### src/rtl/pipeline_hazard_unit_pkg.sv
// Shared encodings for the pipeline hazard unit: FSM state codes and
// operand-forwarding select values.
package pipeline_hazard_unit_pkg;

    typedef enum logic [1:0] {
        ST_RUN   = 2'd0,
        ST_STALL = 2'd1,
        ST_FLUSH = 2'd2
    } state_e;

    localparam logic [1:0] FWD_RF  = 2'b00;
    localparam logic [1:0] FWD_EX  = 2'b01;
    localparam logic [1:0] FWD_MEM = 2'b10;
    localparam logic [1:0] FWD_WB  = 2'b11;

    // A stage can supply rs only if it really writes a non-x0 register equal to rs.
    function automatic logic src_match(input logic [4:0] rd, input logic [4:0] rs,
                                       input logic rf_en, input logic uses);
        return uses && rf_en && (rd != 5'd0) && (rd == rs);
    endfunction

endpackage

### src/rtl/pipeline_hazard_unit_fwd_select.sv
// Three-stage priority comparator (EX > MEM > WB) producing one operand's
// forwarding select, plus the raw EX match used for load-use detection.
module pipeline_hazard_unit_fwd_select
    import pipeline_hazard_unit_pkg::*;
(
    input  logic [4:0] rs,
    input  logic       uses,
    input  logic [4:0] ex_rd,
    input  logic       ex_en,
    input  logic [4:0] mem_rd,
    input  logic       mem_en,
    input  logic       mem_block,
    input  logic [4:0] wb_rd,
    input  logic       wb_en,
    output logic [1:0] sel,
    output logic       ex_hit
);

    logic mem_hit;
    logic wb_hit;

    always_comb begin
        ex_hit  = src_match(ex_rd, rs, ex_en, uses);
        // A blocked MEM source (load data not yet available) drops through to WB.
        mem_hit = src_match(mem_rd, rs, mem_en, uses) && !mem_block;
        wb_hit  = src_match(wb_rd, rs, wb_en, uses);
        sel     = FWD_RF;
        if (ex_hit) begin
            sel = FWD_EX;
        end else if (mem_hit) begin
            sel = FWD_MEM;
        end else if (wb_hit) begin
            sel = FWD_WB;
        end
    end

endmodule

### src/rtl/pipeline_hazard_unit.sv
// Pipeline hazard unit: operand forwarding, load-use stall sequencing,
// taken-branch flush sequencing and saturating stall/flush event counters.
module pipeline_hazard_unit
    import pipeline_hazard_unit_pkg::*;
#(
    parameter int LOAD_STALL_CYCLES = 1,
    parameter int CNT_W             = 16
) (
    input  logic             clk,
    input  logic             Reset,
    input  logic [4:0]       ID_rs1,
    input  logic [4:0]       ID_rs2,
    input  logic             ID_Uses_rs1,
    input  logic             ID_Uses_rs2,
    input  logic [4:0]       EX_rd,
    input  logic             EX_RF_Enable,
    input  logic             EX_Load_Instr,
    input  logic [4:0]       MEM_rd,
    input  logic             MEM_RF_Enable,
    input  logic [4:0]       WB_rd,
    input  logic             WB_RF_Enable,
    input  logic             EX_Branch_Taken,
    output logic             PC_LE,
    output logic             IF_ID_LE,
    output logic             IF_ID_Flush,
    output logic             ID_EX_Bubble,
    output logic [1:0]       FWD_A_sel,
    output logic [1:0]       FWD_B_sel,
    output logic [CNT_W-1:0] Stall_Count,
    output logic [CNT_W-1:0] Flush_Count,
    output logic [1:0]       dbg_state
);

    localparam logic [1:0] STALL_RELOAD = 2'(LOAD_STALL_CYCLES - 1);

    state_e           state_q, state_d;
    logic [1:0]       stall_left_q, stall_left_d;
    logic             mem_load_q, mem_load_d;
    logic [CNT_W-1:0] stall_cnt_q, stall_cnt_d;
    logic [CNT_W-1:0] flush_cnt_q, flush_cnt_d;

    logic [1:0] sel_a, sel_b;
    logic       ex_hit_a, ex_hit_b;
    logic       mem_block;
    logic       load_use;
    logic       stall_evt;
    logic       flush_evt;

    // With a two-cycle load stall the load's data is only usable from WB.
    assign mem_block = (LOAD_STALL_CYCLES == 2) && mem_load_q;

    pipeline_hazard_unit_fwd_select u_fwd_a (
        .rs        (ID_rs1),
        .uses      (ID_Uses_rs1),
        .ex_rd     (EX_rd),
        .ex_en     (EX_RF_Enable),
        .mem_rd    (MEM_rd),
        .mem_en    (MEM_RF_Enable),
        .mem_block (mem_block),
        .wb_rd     (WB_rd),
        .wb_en     (WB_RF_Enable),
        .sel       (sel_a),
        .ex_hit    (ex_hit_a)
    );

    pipeline_hazard_unit_fwd_select u_fwd_b (
        .rs        (ID_rs2),
        .uses      (ID_Uses_rs2),
        .ex_rd     (EX_rd),
        .ex_en     (EX_RF_Enable),
        .mem_rd    (MEM_rd),
        .mem_en    (MEM_RF_Enable),
        .mem_block (mem_block),
        .wb_rd     (WB_rd),
        .wb_en     (WB_RF_Enable),
        .sel       (sel_b),
        .ex_hit    (ex_hit_b)
    );

    assign load_use  = EX_Load_Instr && (ex_hit_a || ex_hit_b);
    assign stall_evt = !Reset && ((state_q == ST_STALL) ||
                                  (state_q == ST_RUN && !EX_Branch_Taken && load_use));
    assign flush_evt = !Reset && (state_q == ST_RUN) && EX_Branch_Taken;

    always_ff @(posedge clk) begin
        if (Reset) begin
            state_q      <= ST_RUN;
            stall_left_q <= 2'd0;
            mem_load_q   <= 1'b0;
            stall_cnt_q  <= '0;
            flush_cnt_q  <= '0;
        end else begin
            state_q      <= state_d;
            stall_left_q <= stall_left_d;
            mem_load_q   <= mem_load_d;
            stall_cnt_q  <= stall_cnt_d;
            flush_cnt_q  <= flush_cnt_d;
        end
    end

    always_comb begin
        state_d      = state_q;
        stall_left_d = stall_left_q;
        mem_load_d   = EX_Load_Instr;
        case (state_q)
            ST_RUN: begin
                if (EX_Branch_Taken) begin
                    state_d = ST_FLUSH;
                end else if (load_use && (LOAD_STALL_CYCLES == 2)) begin
                    state_d      = ST_STALL;
                    stall_left_d = STALL_RELOAD;
                end
            end
            ST_STALL: begin
                stall_left_d = stall_left_q - 2'd1;
                if (stall_left_q <= 2'd1) begin
                    state_d = ST_RUN;
                end
            end
            default: state_d = ST_RUN;
        endcase
    end

    always_comb begin
        stall_cnt_d = stall_cnt_q;
        flush_cnt_d = flush_cnt_q;
        if (stall_evt && (stall_cnt_q != {CNT_W{1'b1}})) begin
            stall_cnt_d = stall_cnt_q + CNT_W'(1);
        end
        if (flush_evt && (flush_cnt_q != {CNT_W{1'b1}})) begin
            flush_cnt_d = flush_cnt_q + CNT_W'(1);
        end
    end

    always_comb begin
        PC_LE        = 1'b1;
        IF_ID_LE     = 1'b1;
        IF_ID_Flush  = 1'b0;
        ID_EX_Bubble = 1'b0;
        FWD_A_sel    = sel_a;
        FWD_B_sel    = sel_b;
        if (Reset) begin
            PC_LE        = 1'b0;
            IF_ID_LE     = 1'b0;
            IF_ID_Flush  = 1'b1;
            ID_EX_Bubble = 1'b1;
            FWD_A_sel    = FWD_RF;
            FWD_B_sel    = FWD_RF;
        end else begin
            case (state_q)
                ST_RUN: begin
                    // IF/ID must not load while its flush is applied.
                    if (EX_Branch_Taken) begin
                        IF_ID_LE     = 1'b0;
                        IF_ID_Flush  = 1'b1;
                        ID_EX_Bubble = 1'b1;
                    end else if (load_use) begin
                        PC_LE        = 1'b0;
                        IF_ID_LE     = 1'b0;
                        ID_EX_Bubble = 1'b1;
                    end
                end
                ST_STALL: begin
                    PC_LE        = 1'b0;
                    IF_ID_LE     = 1'b0;
                    ID_EX_Bubble = 1'b1;
                end
                default: ;
            endcase
        end
    end

    assign Stall_Count = stall_cnt_q;
    assign Flush_Count = flush_cnt_q;
    assign dbg_state   = state_q;

endmodule

### config.mk
export PLATFORM = sky130hd
export DESIGN_NAME = pipeline_hazard_unit
export DESIGN_NICKNAME = d
export VERILOG_FILES = /design/src/rtl/pipeline_hazard_unit_pkg.sv /design/src/rtl/pipeline_hazard_unit_fwd_select.sv /design/src/rtl/pipeline_hazard_unit.sv
export SDC_FILE = /design/constraint.sdc
export NUM_CORES = 1
export LEC_CHECK = 0
export ABC_CLOCK_PERIOD_IN_PS = 2200
export BUFFER_PORTS_ARGS = -buffer_cell sky130_fd_sc_hd__buf_2
export CAP_MARGIN = 10
export CORE_ASPECT_RATIO = 0.6
export CORE_MARGIN = 2
export CORE_UTILIZATION = 45
export CTS_CLUSTER_DIAMETER = 80
export CTS_CLUSTER_SIZE = 40
export DETAILED_ROUTE_END_ITERATION = 10
export PLACE_DENSITY = 0.76
export SYNTH_ARGS = -nofsm -noshare
export SYNTH_HDL_FRONTEND = slang
export SYNTH_SLANG_ARGS = --single-unit
### constraint.sdc
create_clock -name clk -period 2.2 [get_ports clk]
set_clock_uncertainty 0.15 [all_clocks]
set_input_delay 0.44 -clock clk [delete_from_list [all_inputs] [get_ports clk]]
set_output_delay 0.44 -clock clk [all_outputs]
set_load 0.02 [all_outputs]
# Word level (Yosys, flattened, before mapping)
# Cells that the tools add are included.
[op_classes] addsub=3 n_lt_le_gt_ge=1 eq_ne=11 n_mux=25 reduce_logical=35
[op_table] cell="16-bit by 1-bit adder with 16-bit output (second input constant)" n=2
[op_table] cell="16-bit != test (second input constant)" n=2
[op_table] cell="5-bit equality test" n=6
[op_table] cell="1-bit logical AND" n=26
[op_table] cell="2-bit 2-to-1 mux" n=10
[op_table] cell="5-bit nonzero test" n=3
[op_table] cell="1-bit 2-to-1 mux" n=11
[op_table] cell="1-bit one-hot mux with 2 select lines" n=3
[op_table] cell="2-bit one-hot mux with 2 select lines" n=1
[op_table] cell="2-bit by 1-bit equality test with 1-bit output (second input constant)" n=1
[op_table] cell="2-bit by 1-bit less-or-equal comparator with 1-bit output (second input constant)" n=1
[op_table] cell="1-bit zero test" n=2
[op_table] cell="2-bit zero test" n=1
[op_table] cell="1-bit logical OR" n=2
[op_table] cell="2-bit by 1-bit != test with 1-bit output (second input constant)" n=1
[op_table] cell="2-bit != test (second input constant)" n=1
[op_table] cell="2-bit AND reduction" n=1
[op_table] cell="2-bit by 1-bit subtractor with 2-bit output (second input constant)" n=1
[totals] ff_bits=36 input_bits=34

# Longest topological paths before layout
[depth] ltp_word=9 mapped_depth=8 mapped_depth_nobuf=7

# By module
# From an unflattened synthesis, not the netlist that was laid out.
[unflattened] hier_cells=272 area_unflattened_um2=2238.4
[by_module_without_submodules] mod="pipeline_hazard_unit" instances=1 cells_each=210 area_each_um2=1765.4 seq_area_each_um2=660.6
[by_module_without_submodules] mod="pipeline_hazard_unit_fwd_select" instances=2 cells_each=31 area_each_um2=236.5 seq_area_each_um2=0.0

# Worst setup path after synthesis
# OpenSTA, ideal clock, no wires.
[synth_path] kind="input port to output port" start="input port EX_rd[0]" end="output port PC_LE" arrival_time_ps=1801 slack_ps=-191 path_stages=6 n_path_buf=1 cell_sequence="or4_1 o21ai_1 nor2_1 o21ai_2 buf_6 nor2b_1"
[synth_via] elab_chain_len=9 elab_cells_between_ends=13 classes_between="eq/ne (2); mux (4); reduce/logical (7)"
[synth_rtl] item="start, declared" line="pipeline_hazard_unit.sv:15" rtl="input logic [4:0] EX_rd,"
[synth_rtl] item="5-bit nonzero test" line="pipeline_hazard_unit_pkg.sv:19" rtl="return uses && rf_en && (rd != 5'd0) && (rd == rs);"
[synth_rtl] item="1-bit logical AND (2 in series)" line="pipeline_hazard_unit_pkg.sv:19"
[synth_rtl] item="1-bit logical OR (*)" line="pipeline_hazard_unit.sv:80" rtl="assign load_use = EX_Load_Instr && (ex_hit_a || ex_hit_b);"
[synth_rtl] item="1-bit logical AND (*)" line="pipeline_hazard_unit.sv:80"
[synth_rtl] item="1-bit 2-to-1 mux (*)" line="pipeline_hazard_unit.sv:157" rtl="end else if (load_use) begin"
[synth_rtl] item="1-bit 2-to-1 mux (*)" line="pipeline_hazard_unit.sv:153" rtl="if (EX_Branch_Taken) begin"
[synth_rtl] item="1-bit one-hot mux with 2 select lines (*)" line="pipeline_hazard_unit.sv:150" rtl="case (state_q)"
[synth_rtl] item="1-bit 2-to-1 mux (*)" line="pipeline_hazard_unit.sv:142" rtl="if (Reset) begin"
[synth_rtl] item="end, declared" line="pipeline_hazard_unit.sv:23" rtl="output logic PC_LE,"
# Mark *: on every way between the ends. The rest lies on a longest branch, timed or not.

# Final worst setup path
[layout_path] start="input port MEM_rd[0]" end="output port FWD_A_sel[1]"
[layout_via] elab_chain_len=6 elab_cells_between_ends=7 classes_between="eq/ne (1); mux (3); reduce/logical (3)"
[layout_rtl] item="start, declared" line="pipeline_hazard_unit.sv:18" rtl="input logic [4:0] MEM_rd,"
[layout_rtl] item="5-bit nonzero test" line="pipeline_hazard_unit_pkg.sv:19"
[layout_rtl] item="1-bit logical AND" line="pipeline_hazard_unit_pkg.sv:19"
[layout_rtl] item="1-bit logical AND (*)" line="pipeline_hazard_unit_pkg.sv:19"
[layout_rtl] item="2-bit 2-to-1 mux (*)" line="pipeline_hazard_unit_fwd_select.sv:30" rtl="end else if (mem_hit) begin"
[layout_rtl] item="2-bit 2-to-1 mux (*)" line="pipeline_hazard_unit_fwd_select.sv:28" rtl="if (ex_hit) begin"
[layout_rtl] item="2-bit 2-to-1 mux (*)" line="pipeline_hazard_unit.sv:142"
[layout_rtl] item="end, declared" line="pipeline_hazard_unit.sv:27" rtl="output logic [1:0] FWD_A_sel,"
# Marks and branches as above.

==> impl_metrics.yaml <==
outcome:
  status: "finished with violations"
  violations: "negative setup slack"
sta:
  finalSetupViolCount: 7
  max_freq_ghz: 0.415
  finalMaxSlewViolations: 0
  hold_viol: 0
  min_period_ns: 2.41
  min_period_over_period_pct: 110
  setup_ws_ns: -0.209
  holdWs_ns: 0.371
  tns_ns: -1.06
  rsz0062_at_grt: "yes"
placement:
  dp_cells: 431
  placed_area_um2: 2790
  portBuffers: 74
  gp_congestion: 0.910
  pre_cts_ws_ns: -0.299
  dp.final_hpwl_um: 4950
critical_path:
  cp-end-kind: "output port"
  path_max_fanout: 2
  start_kind: "primary input"
  cp.arrival_ns: 1.82
  worstPathRequired_ns: 1.61
  worstSetupPathType: "in2out"
clocking:
  clk_pin_slew_ns: 0.07
  cts.path.max_buffers: 2
  cts_tree: "yes"
  cts_buffers: 5
  htree_num_levels: 2
  cts.sinks: 33
  clk_latency_ns: 0.28
  postCtsHoldBufs: 0
  clockRootBuffer: "clkbuf_8"
layout:
  antenna_cells: 0
  utilization_pct: 70.3
  fin_nets: 418
  areaGrowthSynthToFinish_pct: 51.8
  final_common_cell: "buf_2"
  fin_cells: 445
  layout_common_cells: "buf_2 (56), buf_4 (41), dfxtp_1 (33)"
  final_cell_area_um2: 3190
  drive_above_1_share_pct: 41.1
yosys:
  seq_area_frac_synth_pct: 31.4
  async_flop_share_pct: 0
  synth_edf_count: 0
  synth.yosys.warnings: 0
  synthesis.area_um2: 2100
  synthCells: 265
  synth_top_area_share_pct: 31.4
  syn_nets: 301
  yosys.area.top_type: "dfxtp_1"
  netlist_top_cells_area: "dfxtp_1 (31%), xnor2_1 (9.6%), xor2_1 (7.9%), nor2_1 (5.0%), or3_1 (4.5%)"
  synth_seq_cells: 33
  syn_area_per_cell_um2: 7.93
  synth_flop_cell: "dfxtp_1"
  yosysUniqueCellTypes: 38
hold_path:
  hold_class: "reg2reg"
routing:
  vias: 2469
  drt-total-wl_um: 7130
  final_antenna_net_count: 0
  drc: 0
  dr.first_iter.drc_count: 154
  wl_per_cell_um: 16.0
  viasPerCell: 5.55
  drtPass1Iterations: 4
global_routing:
  grt_max_degree: 23
  grt_overflow: 0
  grt_usage_pct: 25.0
  grt_antenna_before_repair: 0
  grt_pass1_vias: 2175
  grt_pass1_wl_um: 10300
power_and_ir_drop:
  powerDensity_nw_per_um2: 421
  intPower_mw: 0.983
  finalPower_mw: 1.34
  power_switching_mw: 0.360
  combPwrFrac_pct: 19.9
  sw_frac_of_total_pct: 26.8
  vdd_drop_max_uv: 286
  clkPwrFrac_pct: 35.0
  seqPwrFrac_pct: 45.2
  p_leak_nw: 1.30
die:
  rows: 19
  start_util_pct: 46.3
  die_w_um: 92.2
  dieArea_um2: 5250
  dieHeight_um: 56.9
  fp.coreArea_um2: 4540
  io_pins: 76
flow_run:
  maxCapViolCount: 0
==> path summary, 6_finish.rpt <==
check,from,to,slack (ns),depth (start not counted)
setup / recovery,MEM_rd[0],FWD_A_sel[1],-0.21,9
hold / removal,Stall_Count[15],Stall_Count[15],0.37,2
setup reg to reg,Stall_Count[2],Stall_Count[15],0.05,7
hold reg to reg,Stall_Count[15],Stall_Count[15],0.37,2
==> cells by family after synthesis <==
family	after synthesis	synth area share, %
adder cells (fa/ha/maj)	2	1.19
buffers and inverters	13	3.39
AO/OA/AOI/OAI	46	12.9
other	1	0.178
AND/OR/NAND/NOR	124	31.5
multiplexers	4	1.96
flip-flops	33	31.4
XOR/XNOR	42	17.5
==> cell type report <==
class	instances	area (um^2)
multi-input cells	220	1510
repair buffers	118	836
well taps	63	78.8
clock buffers	7	86.3
inverters	4	15.0
fillers	338	1350
flip-flops and latches	33	661
==> cell usage after synthesis, types with 2 or more instances <==
cell,count
a211oi_1,2
nor2b_1,4
nor4_1,8
o21ai_0,16
nand3_1,11
and2_1,2
o21ai_1,2
o31ai_1,4
or2_2,3
or4_1,6
and3_1,5
clkbuf_1,5
buf_4,2
xor2_1,19
ha_1,2
inv_1,4
nand2_1,20
or3_1,15
a21oi_1,18
xnor2_1,23
nor2_1,28
and4_1,3
buf_6,2
nand4_1,7
dfxtp_1,33
nor3_1,7
mux2i_1,3
==> power groups by stage <==
| stage | Sequential, mW | Combinational (mW) | Clock, mW |
|---|---|---|---|
| floorplan | 0.624 | 0.0940 | 0 |
| global placement | 0.620 | 0.209 | 0 |
| detailed placement | 0.620 | 0.215 | 0 |
| CTS | 0.606 | 0.241 | 0.471 |
| global route | 0.607 | 0.280 | 0.495 |
| finish | 0.607 | 0.267 | 0.470 |
==> layer usage <==
metal / GRT usage, % / vias to the layer above / wire (um)
met5: 0 / - / 0
met4: 8.53 / 0 / 163
met3: 5.81 / 22 / 643
met2: 37.0 / 126 / 3190
met1: 36.1 / 1137 / 3130
li1: - / 1184 / -
==> critical path: stages <==
cell and delay (ns):
buf_6 0.09, buf_6 0.11, xor2_2 0.18, nor4_2 0.28
nand3_1 0.15, nor2_1 0.13, nor2_1 0.08, a211oi_2 0.18
buf_4 0.18
==> sequential cells by signal, summed over array words and instances, names as in the netlist <==
register     count
Stall_Count     16
dbg_state        1
Flush_Count     16
==> timing repair <==
action                                  4_1_cts  5_1_grt
pin swaps                                    16       26
endpoints found under the hold margin         0        0
gates resized for setup                      41       29
endpoints found under the setup margin        8       28
cloned                                        0        1
buffers inserted                              2        5
Note: power is estimated with default switching activity, not from simulation.
